File: config.mk
export PLATFORM = sky130hd
export DESIGN_NAME = sram_arbiter
export DESIGN_NICKNAME = d
export VERILOG_FILES = /design/src/rtl/sram_arbiter.sv
export SDC_FILE = /design/constraint.sdc
export NUM_CORES = 1
export LEC_CHECK = 0
export BUFFER_PORTS_ARGS = -buffer_cell sky130_fd_sc_hd__buf_4
export CAP_MARGIN = 20
export CORE_UTILIZATION = 46
export CTS_CLUSTER_SIZE = 25
export DETAILED_ROUTE_END_ITERATION = 8
export PLACE_DENSITY_LB_ADDON = 0.3
export SETUP_SLACK_MARGIN = 0.15
export SLEW_MARGIN = 20
export SYNTH_ARGS = -nofsm -noshare
export SYNTH_HDL_FRONTEND = slang
export SYNTH_SLANG_ARGS = --single-unit
File: constraint.sdc
create_clock -name CLK_IN -period 3.25 [get_ports CLK_IN]
set_clock_uncertainty 0.2 [all_clocks]
set_input_delay 0.1625 -clock CLK_IN [delete_from_list [all_inputs] [get_ports CLK_IN]]
set_output_delay 0.1625 -clock CLK_IN [all_outputs]
set_load 0.005 [all_outputs]
File: src/rtl/sram_arbiter.sv
// ---------------------------------------------------------------------------
// sram_arbiter
//
// Shares one external asynchronous SRAM between two requesters.
//   port 0 : UART-RX byte writer
//   port 1 : readback / dump engine
// One port is granted at a time. Each access runs through fixed phases:
//   IDLE -> SETUP (1 clk) -> ACCESS (WAIT_CYCLES clks) -> HOLD (1 clk) -> IDLE
// The granted port's ACK is high for the single HOLD cycle. Read data is
// captured on the last ACCESS edge, so RDATA is valid together with ACK.
// All SRAM-facing outputs come straight from flops, so the strobes are
// glitch-free at the pads.
//
// Configuration macro:
//   SRAM_ARB_FIXED_PRIO_EN  defined     : port 0 wins every tie; no
//                                         last-grant state exists.
//                           undefined   : round-robin. On a tie the port
//                                         that was not granted last wins.
//                                         Port 0 wins the first tie after
//                                         reset.
//
// Parameters:
//   ADDR_W       SRAM address width
//   DATA_W       SRAM data width
//   WAIT_CYCLES  ACCESS phase length in clocks (>= 1; 0 is not supported)
//
// Ports:
//   CLK_IN        in   system clock
//   RST_IN        in   asynchronous reset, active-high. It aborts an
//                      access in flight and issues no ACK.
//   REQn_i        in   port n request; held high until ACKn_o
//   WEn_i         in   port n command: 1 = write, 0 = read
//   ADDRn_i       in   port n address
//   WDATAn_i      in   port n write data
//   ACKn_o        out  port n access complete (one-cycle pulse)
//   RDATAn_o      out  port n read data. It is valid with ACKn_o and held
//                      until the next read on that port.
//   SRAM_ADDR_o   out  SRAM address
//   SRAM_DQ_o     out  data driven to the SRAM
//   SRAM_DQ_i     in   data read from the SRAM
//   SRAM_DQ_OE_o  out  1 = FPGA drives DQ (the tristate buffer lives in top)
//   SRAM_CE_N_o, SRAM_WE_N_o, SRAM_OE_N_o   out  active-low strobes
// ---------------------------------------------------------------------------
module sram_arbiter #(
   parameter int ADDR_W      = 18,
   parameter int DATA_W      = 16,
   parameter int WAIT_CYCLES = 2
) (
   input  logic              CLK_IN,
   input  logic              RST_IN,
   // port 0
   input  logic              REQ0_i,
   input  logic              WE0_i,
   input  logic [ADDR_W-1:0] ADDR0_i,
   input  logic [DATA_W-1:0] WDATA0_i,
   output logic              ACK0_o,
   output logic [DATA_W-1:0] RDATA0_o,
   // port 1
   input  logic              REQ1_i,
   input  logic              WE1_i,
   input  logic [ADDR_W-1:0] ADDR1_i,
   input  logic [DATA_W-1:0] WDATA1_i,
   output logic              ACK1_o,
   output logic [DATA_W-1:0] RDATA1_o,
   // SRAM pads
   output logic [ADDR_W-1:0] SRAM_ADDR_o,
   output logic [DATA_W-1:0] SRAM_DQ_o,
   input  logic [DATA_W-1:0] SRAM_DQ_i,
   output logic              SRAM_DQ_OE_o,
   output logic              SRAM_CE_N_o,
   output logic              SRAM_WE_N_o,
   output logic              SRAM_OE_N_o
);

   // The counter only has to hold WAIT_CYCLES-1.
   localparam int CNT_W = (WAIT_CYCLES > 1) ? $clog2(WAIT_CYCLES) : 1;
   localparam logic [CNT_W-1:0] CNT_LOAD = CNT_W'(WAIT_CYCLES - 1);
   localparam logic [CNT_W-1:0] CNT_ZERO = CNT_W'(0);
   localparam logic [CNT_W-1:0] CNT_ONE  = CNT_W'(1);

   typedef enum logic [1:0] {
      ST_IDLE   = 2'd0,
      ST_SETUP  = 2'd1,
      ST_ACCESS = 2'd2,
      ST_HOLD   = 2'd3
   } state_t;

   state_t            state_r, state_s;
   logic [CNT_W-1:0]  cnt_r, cnt_s;
   logic              port_r, port_s;      // granted port: 0 or 1
   logic              we_r, we_s;          // command latched at grant
   logic [ADDR_W-1:0] addr_r, addr_s;
   logic [DATA_W-1:0] wdata_r, wdata_s;
   logic              ack0_r, ack0_s;
   logic              ack1_r, ack1_s;
   logic [DATA_W-1:0] rdata0_r, rdata0_s;
   logic [DATA_W-1:0] rdata1_r, rdata1_s;
   logic              ce_n_r, ce_n_s;
   logic              we_n_r, we_n_s;
   logic              oe_n_r, oe_n_s;
   logic              dq_oe_r, dq_oe_s;
   logic              any_req_s;
   logic              pick1_s;             // 1 = port 1 wins this IDLE cycle

   assign any_req_s = REQ0_i | REQ1_i;

`ifdef SRAM_ARB_FIXED_PRIO_EN
   // Fixed priority: port 1 is granted only when port 0 is not requesting.
   always_comb begin
      pick1_s = REQ1_i & ~REQ0_i;
   end
`else
   logic last_grant_r;                     // port granted most recently

   // Round-robin pick: on a tie, the port that was not granted last wins.
   always_comb begin
      if (REQ0_i && REQ1_i) begin
         pick1_s = ~last_grant_r;
      end else begin
         pick1_s = REQ1_i;
      end
   end

   // Last-grant tracker. Reset value 1 makes port 0 win the first tie.
   always_ff @(posedge CLK_IN or posedge RST_IN) begin
      if (RST_IN) begin
         last_grant_r <= 1'b1;
      end else if ((state_r == ST_IDLE) && any_req_s) begin
         last_grant_r <= pick1_s;
      end
   end
`endif

   // FSM state register.
   always_ff @(posedge CLK_IN or posedge RST_IN) begin
      if (RST_IN) begin
         state_r <= ST_IDLE;
      end else begin
         state_r <= state_s;
      end
   end

   // Next-state, command latch, ACK/RDATA, and strobe levels for the next
   // state. These values are registered below, so every pad output is a flop.
   always_comb begin
      state_s  = state_r;
      cnt_s    = cnt_r;
      port_s   = port_r;
      we_s     = we_r;
      addr_s   = addr_r;
      wdata_s  = wdata_r;
      ack0_s   = 1'b0;
      ack1_s   = 1'b0;
      rdata0_s = rdata0_r;
      rdata1_s = rdata1_r;

      case (state_r)
         ST_IDLE: begin
            if (any_req_s) begin
               // Latch the winner's command. Inputs are ignored until the
               // next grant.
               port_s = pick1_s;
               if (pick1_s) begin
                  we_s    = WE1_i;
                  addr_s  = ADDR1_i;
                  wdata_s = WDATA1_i;
               end else begin
                  we_s    = WE0_i;
                  addr_s  = ADDR0_i;
                  wdata_s = WDATA0_i;
               end
               state_s = ST_SETUP;
            end else begin
               state_s = ST_IDLE;
            end
         end
         ST_SETUP: begin
            cnt_s   = CNT_LOAD;
            state_s = ST_ACCESS;
         end
         ST_ACCESS: begin
            if (cnt_r == CNT_ZERO) begin
               // Last ACCESS edge: sample read data and raise ACK for HOLD.
               state_s = ST_HOLD;
               if (port_r) begin
                  ack1_s = 1'b1;
               end else begin
                  ack0_s = 1'b1;
               end
               if (!we_r && port_r) begin
                  rdata1_s = SRAM_DQ_i;
               end else if (!we_r) begin
                  rdata0_s = SRAM_DQ_i;
               end else begin
                  rdata0_s = rdata0_r;
                  rdata1_s = rdata1_r;
               end
            end else begin
               cnt_s   = cnt_r - CNT_ONE;
               state_s = ST_ACCESS;
            end
         end
         ST_HOLD: begin
            state_s = ST_IDLE;
         end
         default: begin
            state_s = ST_IDLE;
         end
      endcase

      // Strobes follow the state being entered. IDLE always separates two
      // accesses, so DQ_OE and a low OE_N never overlap.
      ce_n_s  = 1'b1;
      we_n_s  = 1'b1;
      oe_n_s  = 1'b1;
      dq_oe_s = 1'b0;
      case (state_s)
         ST_SETUP: begin
            ce_n_s  = 1'b0;
            oe_n_s  = we_s;
            dq_oe_s = we_s;
         end
         ST_ACCESS: begin
            ce_n_s  = 1'b0;
            we_n_s  = ~we_s;
            oe_n_s  = we_s;
            dq_oe_s = we_s;
         end
         ST_HOLD: begin
            // Keep ADDR and write data driven for hold time.
            ce_n_s  = 1'b0;
            dq_oe_s = we_s;
         end
         ST_IDLE: begin
            ce_n_s  = 1'b1;
            dq_oe_s = 1'b0;
         end
         default: begin
            ce_n_s  = 1'b1;
            dq_oe_s = 1'b0;
         end
      endcase
   end

   // Datapath and output registers. Reset parks the strobes inactive at once.
   always_ff @(posedge CLK_IN or posedge RST_IN) begin
      if (RST_IN) begin
         cnt_r    <= CNT_ZERO;
         port_r   <= 1'b0;
         we_r     <= 1'b0;
         addr_r   <= {ADDR_W{1'b0}};
         wdata_r  <= {DATA_W{1'b0}};
         ack0_r   <= 1'b0;
         ack1_r   <= 1'b0;
         rdata0_r <= {DATA_W{1'b0}};
         rdata1_r <= {DATA_W{1'b0}};
         ce_n_r   <= 1'b1;
         we_n_r   <= 1'b1;
         oe_n_r   <= 1'b1;
         dq_oe_r  <= 1'b0;
      end else begin
         cnt_r    <= cnt_s;
         port_r   <= port_s;
         we_r     <= we_s;
         addr_r   <= addr_s;
         wdata_r  <= wdata_s;
         ack0_r   <= ack0_s;
         ack1_r   <= ack1_s;
         rdata0_r <= rdata0_s;
         rdata1_r <= rdata1_s;
         ce_n_r   <= ce_n_s;
         we_n_r   <= we_n_s;
         oe_n_r   <= oe_n_s;
         dq_oe_r  <= dq_oe_s;
      end
   end

   assign ACK0_o       = ack0_r;
   assign ACK1_o       = ack1_r;
   assign RDATA0_o     = rdata0_r;
   assign RDATA1_o     = rdata1_r;
   assign SRAM_ADDR_o  = addr_r;
   assign SRAM_DQ_o    = wdata_r;
   assign SRAM_DQ_OE_o = dq_oe_r;
   assign SRAM_CE_N_o  = ce_n_r;
   assign SRAM_WE_N_o  = we_n_r;
   assign SRAM_OE_N_o  = oe_n_r;

endmodule
After elaboration in Yosys (flattened, before gate mapping):

Cells that the tools add are included.

* bits in registers: 78
* bits of input ports: 90
* output and inout port bits: 72
* word-level logic and storage cells: 61

* add/sub/neg operators: 1
* equal/unequal tests: 6
* mux-type cells: 21
* bitwise gates (word level): 6
* reduce and logical (&&, ||, !) cells: 12

Operators with widths (number)
* 18-bit 2-to-1 mux: 1
* 16-bit 2-to-1 mux: 1
* 1-bit 2-to-1 mux: 15
* 2-bit equality test (second input constant): 4
* 2-bit one-hot mux with 4 select lines: 1
* 1-bit one-hot mux with 2 select lines: 3
* 1-bit NOT: 5
* 2-bit by 1-bit equality test with 1-bit output (second input constant): 2
* 2-bit zero test: 2
* 4-bit AND reduction: 1
* 1-bit logical AND: 3
* 3-bit AND reduction: 1
* 3-bit OR reduction: 1
* 2-bit AND reduction: 1
* 2-bit nonzero test: 1
* 2-bit OR reduction: 1
* 1-bit zero test: 1
* 1-bit bitwise OR: 1
* 1-bit subtractor (second input constant): 1

Depth between registers and ports, before layout:

* word-level depth: 7
* mapped depth: 7
* gate-level depth less buffers: 6

Worst setup path before layout:

No wires, ideal clock.

* path type: flip-flop to flip-flop
* from: reg state_r[0]
* to: reg rdata0_r[0] (netlist: RDATA0_o[0])
* library setup time: 125 ps
* arrival: 1485 ps
* required time: 2925 ps
* slack: 1440 ps
* stages on the path, launching flop included: 7
* path buffers: 1
* clock period less this slack: 1810 ps
* cells stage by stage: dfrtp_1 > inv_1 > ha_1 > nand2b_1 > nor3_4 > buf_6 > mux2_2

* longest elaborated chain between the ends: 2

RTL lines
* start: declaration: RTL line 88 `state_t state_r, state_s;`
* start signal: assignment: RTL line 139 `state_r <= state_s;`
* 2-bit equality test: RTL line 157 `case (state_r)`
* 4-bit AND reduction (no line)
* end signal: assignment: RTL line 255 `rdata0_r <= {DATA_W{1'b0}};`
* end signal: assignment: RTL line 269 `rdata0_r <= rdata0_s;`
* end: declaration: RTL line 96 `logic [DATA_W-1:0] rdata0_r, rdata0_s;`

No other way between the ends.
A chain may end at the register's enable or synchronous reset.

Final worst setup path:

* from: reg state_r[0]
* to: reg addr_r[14] (netlist: SRAM_ADDR_o[14])

* longest elaborated chain between the ends: 2

RTL lines
* 2-bit zero test: RTL line 157
* 2-bit AND reduction (no line)
* end signal: assignment: RTL line 251 `addr_r <= {ADDR_W{1'b0}};`
* end signal: assignment: RTL line 265 `addr_r <= addr_s;`
* end: declaration: RTL line 92 `logic [ADDR_W-1:0] addr_r, addr_s;`

No other way between the ends.

==> results.txt <==
Largest net degree at the start of global routing: 64
CTS H-tree lvls: 3
Via density: 5.14
Routed wire length: 11.1 mm
Main synth FF type: dfrtp_1
Syn avg cell area: 11.2 um^2
Worst setup path category: reg -> reg
Global-route wire length before repair: 17.2 mm
Fin cells: 646
Clock transition at path regs: 0.08 ns
Psw: 0.00163 W
Status: complete, no violations
Post-CTS Setup Repair Bufs: 0
RSZ-0062 raised after global routing: no
Total GRT Usage: 30.1%
Port bufs: 161
Hold Crit Class: in -> reg
Synth top cells by count: dfrtp_1 (74), a21oi_1 (70), nor2_1 (38)
Wire per inst: 17.2 um
Least-Margin Pin Slew: 0.800 ns
Die W: 87.2 um
Synth-to-layout area growth: 69.5%
Total gr overflow: 0
Post_cts resized: 0
TritonCTS clock tree: built
CTS max path bufs: 2
Sw frac: 33.6%
Number of flops mapped to enable cells by yosys: 0
GPL Wtd Cong: 0.781
Synth Register Bits: 78
Starting density of the core: 48.4%
Routed Antenna Nets: 0
Post-synthesis cell count: 298
Power Dens Cells: 860 nW/um^2
Met1 usage: 36.2%
Via count: 3322
Min cycle time layout: 2.81 ns
Top-count cell post-synth: dfrtp_1
Clock sinks: 78
Dpl hpwl: 6.00 mm
Setup crit start kind: register
Post-Syn Nets: 393
Yosys warning count: 0
Total CTS buffers: 9
GRT busiest layer: met2
Max FO, Critical Path: 21
Worst Setup End Kind: register
Top cells by area, synth: dfrtp_1 (55%), a21oi_1 (10%), mux2_2 (7.4%)
Ratio of cells with drive above 1 in the final layout: 40.7%
Number of global-route vias before repair: 3533
Placed Cells: 542
Flop pwr share: 35.9%
Clk network pwr share: 14.5%
Slew Viols, Final: 0
Final hold violation count: 0
Worst-Skew Late Latency: 0.33 ns
Ant. Diodes: 0
Chip Height: 87.2 um
Initial antenna violation count: 0
Nets: 640
CP required: 3.31 ns
Post-synth top area share: 55.4%
Leakage: 2.69 nW
First-pass iteration count of the detailed router: 4
Max frequency: 356 MHz
Comb power frac: 49.6%
Cell variety after synth: 28
Internal cell power: 0.00324 W
Ports: 162
Max-cap violations: 0
Met2 Use GR: 50.8%
Initial drt markers: 180
Site Rows: 30
Die ar.: 7610 um^2
Core Region: 6910 um^2
Clock Tree Root: clkbuf_8
Final worst-path cycle share: 86.5%
Slew headroom: 46.5%
Peak supply drop: 0.473 mV
Met3 usage: 8.25%
Worst Path Arrival: 2.87 ns
Sequential share of the synthesized area: 58.6%
Setup TNS: 0 ns
Synth async-reset ratio: 100%
Post-synthesis cell type with the largest combined area: dfrtp_1
Setup Viol. Count Final: 0
Synth Cell Area: 3340 um^2
DRC: 0
Fillers: 396
-- registers in the layout (all words and copies together), names as in the netlist --
signal / count
SRAM_CE_N_o: 1
port_r: 1
SRAM_ADDR_o: 18
SRAM_DQ_o: 16
ACK0_o: 1
SRAM_OE_N_o: 1
ACK1_o: 1
SRAM_DQ_OE_o: 1
RDATA1_o: 16
RDATA0_o: 16
we_r: 1
cnt_r: 1
last_grant_r: 1
state_r: 2
SRAM_WE_N_o: 1
-- worst paths after layout --
kind                              from               to  slack (ns)  depth (start not counted)
hold / removal                   WE1_i             we_r        0.08                          4
max in group asynchronous       RST_IN     last_grant_r        1.71                          4
hold reg to reg            RDATA0_o[1]      RDATA0_o[1]        0.31                          1
setup / recovery            state_r[0]  SRAM_ADDR_o[14]        0.44                          7
setup reg to reg            state_r[0]  SRAM_ADDR_o[14]        0.44                          7
min in group asynchronous       RST_IN      RDATA1_o[5]        0.35                          3
-- cell families after synthesis --
logic type               Yosys count  share of synthesized area [%]
AO/OA/AOI/OAI                     80                           13.4
adder cells (fa/ha/maj)            5                           1.87
buffers and inverters             23                           4.04
flip-flops                        78                           58.6
multiplexers                      32                           11.9
AND/OR/NAND/NOR                   80                           10.3
-- power by group through the flow --
stage | sequential, W | clock, W | combinational [W]
6_report | 0.00175 | 0.000706 | 0.00242
2_1_floorplan | 0.00174 | 0 | 0.000889
4_1_cts | 0.00173 | 0.000717 | 0.00231
5_1_grt | 0.00180 | 0.000754 | 0.00263
3_5_place_dp | 0.00174 | 0 | 0.00185
3_3_place_gp | 0.00173 | 0 | 0.00179
-- through the flow --
| step | setup slack [ns] | cell area, um^2 | hold WS, ns | total power [W] | utilization [%] |
|---|---|---|---|---|---|
| after global placement | 1.16 | 4590 | 0.192 | 0.00351 | 66.5 |
| after detailed placement | 1.07 | 4590 | 0.197 | 0.00359 | 66.5 |
| after global routing | 0.245 | 5670 | 0.0969 | 0.00518 | 82.0 |
| final | 0.438 | 5670 | 0.0798 | 0.00487 | 82.0 |
| after CTS | 0.589 | 5660 | 0.0724 | 0.00476 | 82.0 |
| after floorplan | 0.899 | 3340 | 0.0914 | 0.00263 | - |
-- cells in the final DEF (no fill, tap or decap), drive strengths merged --
master | synthesis | final
a21bo | 1 | 1
a21boi | 1 | 1
a21oi | 70 | 70
a221oi | 1 | 1
a22o | 1 | 1
a31oi | 1 | 1
and2 | 1 | 1
and3b | 1 | 1
buf | 12 | 166
bufinv | 0 | 1
clkbuf | 6 | 10
clkinv | 0 | 2
clkinvlp | 0 | 3
dfrtp | 74 | 74
dfstp | 4 | 4
dlygate4sd3 | 0 | 88
ha | 5 | 5
inv | 5 | 5
mux2 | 32 | 32
nand2 | 35 | 35
nand2b | 1 | 1
nor2 | 38 | 38
nor2b | 1 | 1
nor3 | 2 | 2
o21a | 2 | 2
o21ai | 3 | 3
or3b | 1 | 1
-- area by class of cell --
class                           count  area (um^2)  share of cell area [%]
Multi-Input combinational cell    197         1250                    22.1
Sequential cell                    78         1960                    34.5
Timing Repair Buffer              254         2130                    37.5
Tap cell                           96          120                    2.12
Inverter                            5         21.3                   0.375
Clock inverter                      6         62.6                    1.10
Clock buffer                       10          128                    2.25
-- critical path, cell delays in order, from the launching register on --
cell and delay (ns):
dfrtp_1 0.37, inv_1 0.10, ha_1 0.27, o21a_1 0.53
buf_4 0.37, nor2_1 0.06, a21oi_1 0.19, dlygate4sd3_1 0.64
-- what timing repair did --
item,CTS,global route
endpoints found under the hold margin,129,0
hold buffers,88,0
setup endpoints to repair,0,0
-- metal layers --
metal	part of all wire [%]	wire (um)	vias to the layer above
met2	49	5430	192
met3	9.0	1010	31
met1	40	4410	1599
li1	-	-	1500
met4	2.6	293	0
met5	0	0	-
No activity file was read; power rests on OpenSTA's default activity.
